$ cat config.mk
export PLATFORM = sky130hd
export DESIGN_NAME = booth_multiplier
export DESIGN_NICKNAME = d
export VERILOG_FILES = /design/src/rtl/booth_mult_pkg.sv /design/src/rtl/booth_multiplier_step.sv /design/src/rtl/booth_multiplier.sv
export SDC_FILE = /design/constraint.sdc
export NUM_CORES = 1
export LEC_CHECK = 0
export BUFFER_PORTS_ARGS = -buffer_cell sky130_fd_sc_hd__buf_4
export CAP_MARGIN = 20
export CORE_ASPECT_RATIO = 0.5
export CORE_MARGIN = 2
export CORE_UTILIZATION = 64
export CTS_CLUSTER_SIZE = 25
export DETAILED_ROUTE_END_ITERATION = 10
export PLACE_DENSITY_LB_ADDON = 0.08
export SYNTH_ARGS = -nofsm -noshare
export SYNTH_HDL_FRONTEND = slang
export SYNTH_SLANG_ARGS = --single-unit
export TNS_END_PERCENT = 1
$ cat constraint.sdc
create_clock -name clk -period 6.7 [get_ports clk]
set_input_delay 0.67 -clock clk [delete_from_list [all_inputs] [get_ports clk]]
set_output_delay 0.67 -clock clk [all_outputs]
set_load 0.02 [all_outputs]
$ cat src/rtl/booth_mult_pkg.sv
// Shared types and constants for the sequential Booth multiplier.
// BOOTH_MULT_RADIX4_EN selects radix-4 recoding (2-bit shift per step) instead of radix-2.
package booth_mult_pkg;

  localparam int DEFAULT_WIDTH = 16;

`ifdef BOOTH_MULT_RADIX4_EN
  localparam int RADIX_SHIFT = 2;
`else
  localparam int RADIX_SHIFT = 1;
`endif

  // Number of multiplier bits inspected per step (incl. the appended/previous bit)
  localparam int RECODE_W = RADIX_SHIFT + 1;

  typedef enum logic [1:0] {
    IDLE = 2'd0,
    CALC = 2'd1,
    DONE = 2'd2
  } state_e;

  typedef enum logic [2:0] {
    NONE = 3'd0,
    ADD  = 3'd1,
    SUB  = 3'd2,
    ADD2 = 3'd3,
    SUB2 = 3'd4
  } sel_e;

  function automatic sel_e booth_recode(input logic [RECODE_W-1:0] bits);
    sel_e sel;
    case (bits)
`ifdef BOOTH_MULT_RADIX4_EN
      3'b001, 3'b010: sel = ADD;
      3'b011:         sel = ADD2;
      3'b100:         sel = SUB2;
      3'b101, 3'b110: sel = SUB;
`else
      2'b01:          sel = ADD;
      2'b10:          sel = SUB;
`endif
      default:        sel = NONE;
    endcase
    return sel;
  endfunction

endpackage

$ cat src/rtl/booth_multiplier_step.sv
// One combinational Booth step: add/subtract the selected multiple of mcand, then shift.
// Shift amount follows BOOTH_MULT_RADIX4_EN through booth_mult_pkg::RADIX_SHIFT.
module booth_step
  import booth_mult_pkg::*;
#(
  parameter int WIDTH = DEFAULT_WIDTH,
  parameter int ACC_W = DEFAULT_WIDTH + RADIX_SHIFT
) (
  input  logic [ACC_W-1:0]     acc,
  input  logic [WIDTH:0]       mplier,
  input  logic [WIDTH-1:0]     mcand,
  input  logic [2:0]           sel,
  output logic [ACC_W+WIDTH:0] nxt
);

  logic [ACC_W-1:0]            m1_s;
  logic [ACC_W-1:0]            m2_s;
  logic [ACC_W-1:0]            sum_s;
  logic signed [ACC_W+WIDTH:0] comb_s;

  // Partial-product add/sub followed by arithmetic shift of {acc, mplier}
  always_comb begin
    m1_s = {{(ACC_W-WIDTH){mcand[WIDTH-1]}}, mcand};
    m2_s = {m1_s[ACC_W-2:0], 1'b0};
    case (sel)
      ADD:     sum_s = acc + m1_s;
      SUB:     sum_s = acc - m1_s;
      ADD2:    sum_s = acc + m2_s;
      SUB2:    sum_s = acc - m2_s;
      NONE:    sum_s = acc;
      default: sum_s = acc;
    endcase
    comb_s = {sum_s, mplier};
    nxt    = comb_s >>> RADIX_SHIFT;
  end

endmodule

$ cat src/rtl/booth_multiplier.sv
// Sequential signed Booth multiplier, WIDTH x WIDTH -> 2*WIDTH, en/busy handshake.
// BOOTH_MULT_RADIX4_EN halves the CALC phase to WIDTH/2 cycles with identical results.
module booth_multiplier
  import booth_mult_pkg::*;
#(
  parameter int WIDTH = DEFAULT_WIDTH
) (
  input  logic                 clk,
  input  logic                 rst,
  input  logic                 en,
  input  logic [WIDTH-1:0]     A,
  input  logic [WIDTH-1:0]     B,
  output logic                 busy,
  output logic [2*WIDTH-1:0]   R
);

  // Accumulator carries RADIX_SHIFT guard bits so +-2*mcand never overflows
  localparam int ACC_W = WIDTH + RADIX_SHIFT;
  localparam int STEPS = WIDTH / RADIX_SHIFT;
  localparam int CNT_W = $clog2(STEPS) + 1;
  localparam logic [CNT_W-1:0] LAST_CNT = CNT_W'(STEPS - 1);

  state_e               state_r, state_nxt_s;
  logic [ACC_W-1:0]     acc_r, acc_nxt_s;
  logic [WIDTH:0]       mplier_r, mplier_nxt_s;
  logic [WIDTH-1:0]     mcand_r, mcand_nxt_s;
  logic [CNT_W-1:0]     cnt_r, cnt_nxt_s;
  logic                 busy_r, busy_nxt_s;
  logic [2*WIDTH-1:0]   r_r, r_nxt_s;
  sel_e                 sel_s;
  logic [ACC_W+WIDTH:0] step_s;

  assign sel_s = booth_recode(mplier_r[RECODE_W-1:0]);

  booth_step #(
    .WIDTH (WIDTH),
    .ACC_W (ACC_W)
  ) u_step (
    .acc    (acc_r),
    .mplier (mplier_r),
    .mcand  (mcand_r),
    .sel    (sel_s),
    .nxt    (step_s)
  );

  // Next-state and datapath update logic
  always_comb begin
    state_nxt_s  = state_r;
    acc_nxt_s    = acc_r;
    mplier_nxt_s = mplier_r;
    mcand_nxt_s  = mcand_r;
    cnt_nxt_s    = cnt_r;
    busy_nxt_s   = busy_r;
    r_nxt_s      = r_r;
    case (state_r)
      IDLE: begin
        if (en) begin
          state_nxt_s  = CALC;
          acc_nxt_s    = '0;
          mcand_nxt_s  = A;
          mplier_nxt_s = {B, 1'b0};
          cnt_nxt_s    = '0;
          busy_nxt_s   = 1'b1;
        end else begin
          state_nxt_s  = IDLE;
          busy_nxt_s   = 1'b0;
        end
      end
      CALC: begin
        acc_nxt_s    = step_s[ACC_W+WIDTH:WIDTH+1];
        mplier_nxt_s = step_s[WIDTH:0];
        cnt_nxt_s    = cnt_r + CNT_W'(1);
        // Product is the low 2*WIDTH bits of {acc, mplier} once the appended bit drops
        if (cnt_r == LAST_CNT) begin
          r_nxt_s     = step_s[2*WIDTH:1];
          busy_nxt_s  = 1'b0;
          state_nxt_s = DONE;
        end else begin
          busy_nxt_s  = 1'b1;
          state_nxt_s = CALC;
        end
      end
      DONE: begin
        busy_nxt_s = 1'b0;
        if (en) begin
          state_nxt_s = DONE;
        end else begin
          state_nxt_s = IDLE;
        end
      end
      default: begin
        state_nxt_s = IDLE;
        busy_nxt_s  = 1'b0;
      end
    endcase
  end

  // State and datapath registers
  always_ff @(posedge clk or negedge rst) begin
    if (!rst) begin
      state_r  <= IDLE;
      acc_r    <= '0;
      mplier_r <= '0;
      mcand_r  <= '0;
      cnt_r    <= '0;
      busy_r   <= 1'b0;
      r_r      <= '0;
    end else begin
      state_r  <= state_nxt_s;
      acc_r    <= acc_nxt_s;
      mplier_r <= mplier_nxt_s;
      mcand_r  <= mcand_nxt_s;
      cnt_r    <= cnt_nxt_s;
      busy_r   <= busy_nxt_s;
      r_r      <= r_nxt_s;
    end
  end

  assign busy = busy_r;
  assign R    = r_r;

endmodule

==> results of run 1 <==
[state kept, by name (all words and copies together), names as in the netlist]
signal,flops
acc_r,16
cnt_r,5
mcand_r,16
busy,1
state_r,2
mplier_r,17
R,32
[worst max-delay path, cell delays in order (launching register included)]
cell and delay, ns:
dfrtp_1 0.45, or4_4 0.57, nor3_1 0.36, nor2_1 0.10
xnor2_1 0.16, ha_1 0.38, a21oi_1 0.31, o21ai_0 0.18
a2111oi_0 0.39, o31ai_1 0.16, and3_4 0.20, a211oi_2 0.25
o32ai_1 0.11
[stage by stage]
stage	area, sq um	hold slack [ns]	instances
final	6549	0.1729	785
after global routing	6549	0.1865	785
after CTS	6534	0.1764	784
after detailed placement	6230	0.4711	768
after global placement	6230	0.4638	768
after floorplan	5720	0.3744	612
[worst paths after layout]
path / start / endpoint / slack, ns / cells past startpoint
min in group clk: cnt_r[4]$_DFFE_PN0P_ / cnt_r[4]$_DFFE_PN0P_ / 0.48 / 2
max reg2reg: mcand_r[8]$_DFFE_PN0P_ / acc_r[15]$_DFFE_PN0P_ / 2.93 / 12
max: mcand_r[8]$_DFFE_PN0P_ / acc_r[15]$_DFFE_PN0P_ / 2.93 / 12
min: rst / mcand_r[15]$_DFFE_PN0P_ / 0.17 / 1
max in group asynchronous: rst / R[27]$_DFFE_PN0P_ / 5.37 / 2
min reg2reg: cnt_r[4]$_DFFE_PN0P_ / cnt_r[4]$_DFFE_PN0P_ / 0.48 / 2
[routing by layer]
metal	track usage (%)	wire length, um	up-vias
met5	0	0	-
met4	5.896	110	0
met3	7.527	1430	17
met2	44.72	6212	210
met1	51.03	7114	2421
li1	-	-	2350
[area by class of cell]
type	count	area, sq um
multi-input combinational	469	3244
clock inverter	6	65.06
timing repair buffer	71	540.5
clock buffer	10	239.0
fill	629	2160
inverter	23	86.33
tap	117	146.4
sequential	89	2227
[placed cells by master (no fill, tap or decap), types with 3 or more instances in the layout]
cell type	count
o21ai_1	8
or3_1	7
o221ai_1	3
nand3_1	7
nor3_1	7
nor2_1	35
buf_4	70
a21o_1	6
dfrtp_1	89
a21oi_1	56
clkbuf_16	9
inv_6	3
mux2_2	31
inv_1	22
o21ai_0	39
xnor2_1	29
nand2b_1	11
nand4_1	4
o22ai_1	33
a31oi_1	5
nand2_1	60
o31ai_1	13
a211o_1	3
and3_1	3
ha_1	37
a22o_1	5
xor2_1	8
mux2i_1	3
a211oi_1	10
o211ai_1	8
[cells by family (layout without fill, tap and decap cells)]
group / after synthesis / count (layout) / synth area share (%)
simple gates: 148 / 148 / 12.34
fa+ha+maj: 39 / 39 / 8.793
mux: 34 / 34 / 6.627
compound gates: 210 / 210 / 23.01
flops: 89 / 89 / 38.93
xor+xnor: 38 / 38 / 5.949
buf+inv: 54 / 110 / 4.353
==> flow_summary.yaml, run 1 <==
status:
  status: "completed"
floorplanning:
  die_x_um: 137.7
  coreArea_sq_um: 8708
  ioPinCount: 68
  die_y_um: 70.85
  core.rowCount: 24
  initial_core_util_pct: 65.69
  die-area_sq_um: 9756
job:
  maxCapViolCount: 0
setup_path:
  cp_max_fo: 7
  cp.arrival_ns: 3.97
  cp-end-kind: "flip-flop"
  start_kind: "flip-flop"
  cp.required_ns: 6.90
  critPathKind: "reg2reg"
logic_synthesis:
  synth-edff-count: 0
  synth_top_area_cell: "dfrtp_1"
  async_flop_share_pct: 100.0
  yosysTopAreaCellShare_pct: 38.93
  yosys_register_bits: 89
  synth.distinct_cells: 66
  yosysSeqAreaShare_pct: 38.93
  yosysMostFrequentCell: "dfrtp_1"
  syn_inst: 612
  yosys_warnings: 0
  yosys-top-cells-area: "dfrtp_1 39%, ha_1 8.1%, mux2_2 6.1%"
  synth_area_per_cell_sq_um: 9.347
  ys_top_cells_by_count: "89 x dfrtp_1, 60 x nand2_1, 56 x a21oi_1, 39 x o21ai_0, 37 x ha_1"
  synth_ff_type: "dfrtp_1"
  synth_nets: 686
  netlist_area_sq_um: 5720
grt:
  grt_pass1_vias: 4623
  antenna_found_initial: 0
  grt_pass1_wl_um: 23870
  grt_max_degree: 75
  overflow: 0
  grt_util_all_layers_pct: 32.02
routing:
  via_per_inst: 6.367
  antenna_left: 0
  wire_per_inst_um: 18.94
  route.detailed.drc: 0
  totalWireLength_um: 14870
  num_vias: 4998
  drtIter0Drc: 540
  first_pass_iters: 5
sta:
  report.final.slew_viol_count: 0
  period_share_pct: 56.21
  rsz0062_at_grt: "no"
  tightest_slew_ns: 0.9701
  setup_tns_ns: 0
  setup_viol: 0
  layout_setup_ws_ns: 2.934
  fin_crit_ns: 3.766
  slew_headroom_pct: 35.09
  finClkSkew_ns: 0.01302
  clock.fmax_mhz: 265.5
  final_hold_viol_count: 0
cts:
  cts_tree: "yes"
  clk_latency_ns: 0.35
  cts_setup_buffers: 0
  cts_buffer_depth: 2
  holdBufCountCts: 0
  clk_pin_slew_ns: 0.07
  cts_resized: 0
  cts-buffers-inserted: 9
  htree_levels: 3
  clkSinkCount: 89
  root_buffer: "clkbuf_16"
worst_hold_path:
  hp-class: "in2async"
final_layout:
  drive_gt1_share_pct: 19.61
  n_antenna_cell: 0
  nNetsFinal: 737
  final_util_pct: 75.20
  area_growth_pct: 14.48
place:
  routabilityCongestion: 0.9656
  numPortBuffers: 67
  pre_cts_ws_ns: 3.022
  hpwl_um: 10670
Power of run 1 is left out: the tool's default activity adds up to more than one toggle a clock period on the data nets, which glitch-free logic cannot reach.
==> inputs of run 2 (changes only) <==
--- a/config.mk
+++ b/config.mk
@@ -9,7 +9,7 @@
 export CAP_MARGIN = 20
 export CORE_ASPECT_RATIO = 0.5
 export CORE_MARGIN = 2
-export CORE_UTILIZATION = 64
+export CORE_UTILIZATION = 59
 export CTS_CLUSTER_SIZE = 25
 export DETAILED_ROUTE_END_ITERATION = 10
 export PLACE_DENSITY_LB_ADDON = 0.08
==> constraint.sdc (replaced) <==
create_clock -name clk -period 3.56 [get_ports clk]
set_input_delay 0.356 -clock clk [delete_from_list [all_inputs] [get_ports clk]]
set_output_delay 0.356 -clock clk [all_outputs]
set_load 0.02 [all_outputs]
==> run 2 against run 1 <==
Maximum frequency increased by 11%; largest cell class unchanged; clock skew is essentially flat; critical path depth rose by 1; sequential share of layout area is 0.84 points lower; first-iteration DRC count fell by 29%.
==> flow_summary.yaml, run 2 (synthesis results as in run 1) <==
routing:
  route.detailed.drc: 0
  wire_per_inst_um: 18.04
  num_vias: 4994
  first_pass_iters: 5
  totalWireLength_um: 14740
  antenna_left: 0
  via_per_inst: 6.113
  drtIter0Drc: 381
place:
  routabilityCongestion: 1.003
  numPlacedInstances: 798
  hpwl_um: 10390
  numPortBuffers: 67
final_layout:
  fin_cells: 817
  area_growth_pct: 17.37
  nNetsFinal: 751
  largest_register_ffs: 32
  n_antenna_cell: 0
  final_util_pct: 71.07
  drive_gt1_share_pct: 21.55
  final_common_cell: "dfrtp_1"
  layout_common_cells: "89 x dfrtp_1, 83 x buf_4, 60 x nand2_1, 54 x a21oi_1, 39 x o21ai_0"
grt:
  grt_pass1_wl_um: 23290
  grt_max_degree: 38
  overflow: 0
  antenna_found_initial: 0
  grt_pass1_vias: 4570
  grt_util_all_layers_pct: 28.80
floorplanning:
  core.rowCount: 25
  die_y_um: 73.63
  ioPinCount: 68
  coreArea_sq_um: 9447
  initial_core_util_pct: 60.56
  die-area_sq_um: 10550
  die_x_um: 143.3
sta:
  report.final.slew_viol_count: 0
  tightest_slew_ns: 0.6410
  finClkSkew_ns: 0.01283
  period_share_pct: 95.03
  final_hold_viol_count: 0
  fin_crit_ns: 3.383
  setup_viol: 0
  slew_headroom_pct: 57.16
  clock.fmax_mhz: 295.6
setup_path:
  cp-end-kind: "flip-flop"
  crit_path_top_delay_cell: "dfrtp_1"
  critPathKind: "reg2reg"
  worst-path-buf-inv: 0
  critPathTopFamily: "compound AO/OA/AOI/OAI gates"
  cp_max_fo: 7
  max_stage_delay_ns: 0.45
  start_kind: "flip-flop"
  crit_path_cell_trace: "nor4_4, nand2_1, nor3_4, nor2_1, xnor2_1, ha_1, a21oi_2, o21ai_0, a2111oi_1, o31ai_1, and3_4, a211oi_2, o211ai_1"
  cp.required_ns: 3.78
  cp.arrival_ns: 3.61
cts:
  htree_levels: 3
  clk_pin_slew_ns: 0.07
  root_buffer: "clkbuf_16"
  clk_latency_ns: 0.35
  cts_tree: "yes"
  clkSinkCount: 89
  cts-buffers-inserted: 9
  cts_buffer_depth: 2
status:
  status: "completed"
worst_hold_path:
  hp-class: "in2reg"
job:
  maxCapViolCount: 0
[run 2: final timing paths]
check / from / endpoint / slack, ns / cells past startpoint
max: mcand_r[4]$_DFFE_PN0P_ / R[31]$_DFFE_PN0P_ / 0.18 / 13
min: A[11] / mcand_r[11]$_DFFE_PN0P_ / 0.21 / 3
max reg2reg: mcand_r[4]$_DFFE_PN0P_ / R[31]$_DFFE_PN0P_ / 0.18 / 13
min reg2reg: R[16]$_DFFE_PN0P_ / R[16]$_DFFE_PN0P_ / 0.48 / 2
max in group asynchronous: rst / acc_r[3]$_DFFE_PN0P_ / 2.30 / 3
min in group asynchronous: rst / mcand_r[10]$_DFFE_PN0P_ / 0.51 / 2
[run 2: worst reg2reg max path, stage by stage, from the launching register on]
cell and delay (ns):
dfrtp_1 0.45, nor4_4 0.36, nand2_1 0.19, nor3_4 0.20, nor2_1 0.08, xnor2_1 0.13, ha_1 0.38, a21oi_2 0.21
o21ai_0 0.14, a2111oi_1 0.39, o31ai_1 0.16, and3_4 0.20, a211oi_2 0.24, o211ai_1 0.13
[run 2: metal layers]
| layer | global-route usage [%] | vias to the layer above | share of wire (%) |
|---|---|---|---|
| met5 | 0 | - | 0 |
| li1 | - | 2383 | - |
| met4 | 6.209 | 0 | 0.64 |
| met2 | 41.47 | 179 | 41 |
| met3 | 7.366 | 8 | 9.2 |
| met1 | 43.73 | 2424 | 49 |
[run 2: cell type report]
class	instances	area, sq um
well taps	135	168.9
flip-flops and latches	89	2227
fillers	743	2733
clock inverters	6	71.32
repair buffers	85	660.6
clock buffers	10	229.0
multi-input cells	469	3271
inverters	23	86.33
[run 2: timing repair]
action                                 4_1_cts  5_1_grt
setup buffers                                0        1
endpoints found under the hold margin       33        0
pin swaps                                    0        1
setup endpoints to repair                    2        2
resized for setup                            1        5
hold buffers                                 1        0
[run 2: metrics by stage]
step           worst slack, ns  instance area, sq um   TNS, ns  hold slack, ns
2_1_floorplan           0.3204                  5720         0         0.06041
3_3_place_gp            0.1335                  6342         0          0.3411
3_5_place_dp          -0.01949                  6342  -0.02178          0.3446
4_1_cts                0.08973                  6658         0          0.2020
5_1_grt               -0.01788                  6714  -0.03437          0.2289
6_report                0.1771                  6714         0          0.2108
Power of run 2 is left out for the same reason.
==> inputs of run 3 (changes only) <==
--- a/config.mk
+++ b/config.mk
@@ -13,6 +13,7 @@
 export CTS_CLUSTER_SIZE = 25
 export DETAILED_ROUTE_END_ITERATION = 10
 export PLACE_DENSITY_LB_ADDON = 0.08
+export SETUP_SLACK_MARGIN = 0.3
 export SYNTH_ARGS = -nofsm -noshare
 export SYNTH_HDL_FRONTEND = slang
 export SYNTH_SLANG_ARGS = --single-unit
==> run 3 against run 2 <==
Clock skew is essentially flat; largest cell class unchanged; routed wire length grew 1.4%; global-route usage grew 0.072 points; die area is the same.
==> flow_summary.yaml, run 3 (synthesis results as in run 1) <==
setup_path:
  critPathTopFamily: "compound AO/OA/AOI/OAI gates"
  cp-end-kind: "flip-flop"
  start_kind: "flip-flop"
  critPathKind: "reg2reg"
  path_common_cell: "o21ai_1"
  cp_max_fo: 3
  crit_path_top_delay_cell: "dfrtp_2"
  cp.arrival_ns: 3.45
  worst-path-buf-inv: 1
  reg2reg_slack_ns: 0.35
  max_stage_delay_ns: 0.43
  crit_path_cell_trace: "nor4_4, buf_4, and2_1, nor2_1, xnor2_1, ha_1, or3_1, o21ai_2, o21ai_1, a311o_1, a32oi_2, o21ai_1"
  cp.required_ns: 3.79
final_layout:
  fillers: 716
  nNetsFinal: 758
  drive_gt1_share_pct: 24.67
  final_common_cell: "buf_4"
  layout_common_cells: "90 x buf_4, 88 x dfrtp_1, 59 x nand2_1, 50 x a21oi_1, 37 x o21ai_0"
  area_growth_pct: 20.21
  n_antenna_cell: 0
  largest_register_ffs: 32
sta:
  report.final.slew_viol_count: 0
  clock.fmax_mhz: 311.2
  slew_headroom_pct: 57.84
  rsz0062_at_grt: "yes"
  setup_viol: 0
  final_hold_viol_count: 0
  tightest_slew_ns: 0.6309
  setup_tns_ns: 0
  period_share_pct: 90.26
  finClkSkew_ns: 0.01289
  fin_crit_ns: 3.213
grt:
  overflow: 0
  antenna_found_initial: 0
  grt_pass1_wl_um: 23360
  busiest_layer: "met1"
  grt_pass1_vias: 4582
  grt_max_degree: 38
  grt_util_all_layers_pct: 28.87
  use_met2_pct: 41.57
  grt_use_met3_pct: 7.366
  grt_use_met1_pct: 43.85
floorplanning:
  coreArea_sq_um: 9447
  die_y_um: 73.63
  die-area_sq_um: 10550
  ioPinCount: 68
  die_x_um: 143.3
  core.rowCount: 25
  initial_core_util_pct: 60.56
routing:
  route.detailed.drc: 0
  drtIter0Drc: 485
  num_vias: 5044
  via_per_inst: 6.121
  wire_per_inst_um: 18.13
  totalWireLength_um: 14940
  antenna_left: 0
  first_pass_iters: 6
status:
  status: "completed"
cts:
  cts_buffer_depth: 2
  clk_latency_ns: 0.35
  root_buffer: "clkbuf_16"
  clkSinkCount: 89
  clk_pin_slew_ns: 0.07
  cts-buffers-inserted: 9
  htree_levels: 3
  cts_tree: "yes"
worst_hold_path:
  hp-class: "in2reg"
place:
  numPortBuffers: 67
  hpwl_um: 10390
  routabilityCongestion: 1.003
job:
  maxCapViolCount: 0
run 3: final cells by class:
cell class	count	area [sq um]	area share, %
Tap cell	135	168.9	2.456
Inverter	23	86.33	1.255
Sequential cell	89	2228	32.41
Timing Repair Buffer	92	713.2	10.37
Clock inverter	6	71.32	1.037
Clock buffer	10	229.0	3.330
Multi-Input combinational cell	469	3379	49.14
run 3: worst reg2reg max path: cells and delay by family, from the launching register on:
family          cells  cell delay (ns)
flops               1             0.43
compound gates      5             1.11
simple gates        4             1.00
fa+ha+maj           1             0.24
buf+inv             1             0.17
xor+xnor            1             0.14
run 3: per-stage QoR:
stage | utilization (%) | instances | hold slack, ns | worst slack, ns | cell area, sq um
after floorplan | - | 612 | 0.06041 | 0.3204 | 5720
after global placement | 67.14 | 798 | 0.3411 | 0.1335 | 6342
after detailed placement | 67.14 | 798 | 0.3446 | -0.01949 | 6342
after CTS | 70.81 | 817 | 0.2020 | 0.2430 | 6689
after global routing | 72.79 | 824 | 0.2322 | 0.2326 | 6877
final | 72.79 | 824 | 0.2138 | 0.3466 | 6877
run 3: worst paths after layout:
kind,startpoint,end,cells after the start
max,mcand_r[5]$_DFFE_PN0P_,R[29]$_DFFE_PN0P_,12
min,A[11],mcand_r[11]$_DFFE_PN0P_,3
max reg2reg,mcand_r[5]$_DFFE_PN0P_,R[29]$_DFFE_PN0P_,12
min reg2reg,R[16]$_DFFE_PN0P_,R[16]$_DFFE_PN0P_,2
max in group asynchronous,rst,acc_r[3]$_DFFE_PN0P_,3
min in group asynchronous,rst,mcand_r[10]$_DFFE_PN0P_,2
run 3: timing repair:
action / in CTS / in global routing
pin swaps: 2 / 16
setup buffers: 2 / 6
endpoints found under the hold margin: 33 / 0
resized for setup: 6 / 23
endpoints found under the setup margin: 6 / 20
hold buffers: 1 / 0
run 3: routing by layer:
metal	vias up	routed length (um)
met1	2409	7037
met3	19	1561
met5	-	0
met2	225	6169
li1	2391	-
met4	0	168
Power of run 3 is left out for the same reason.
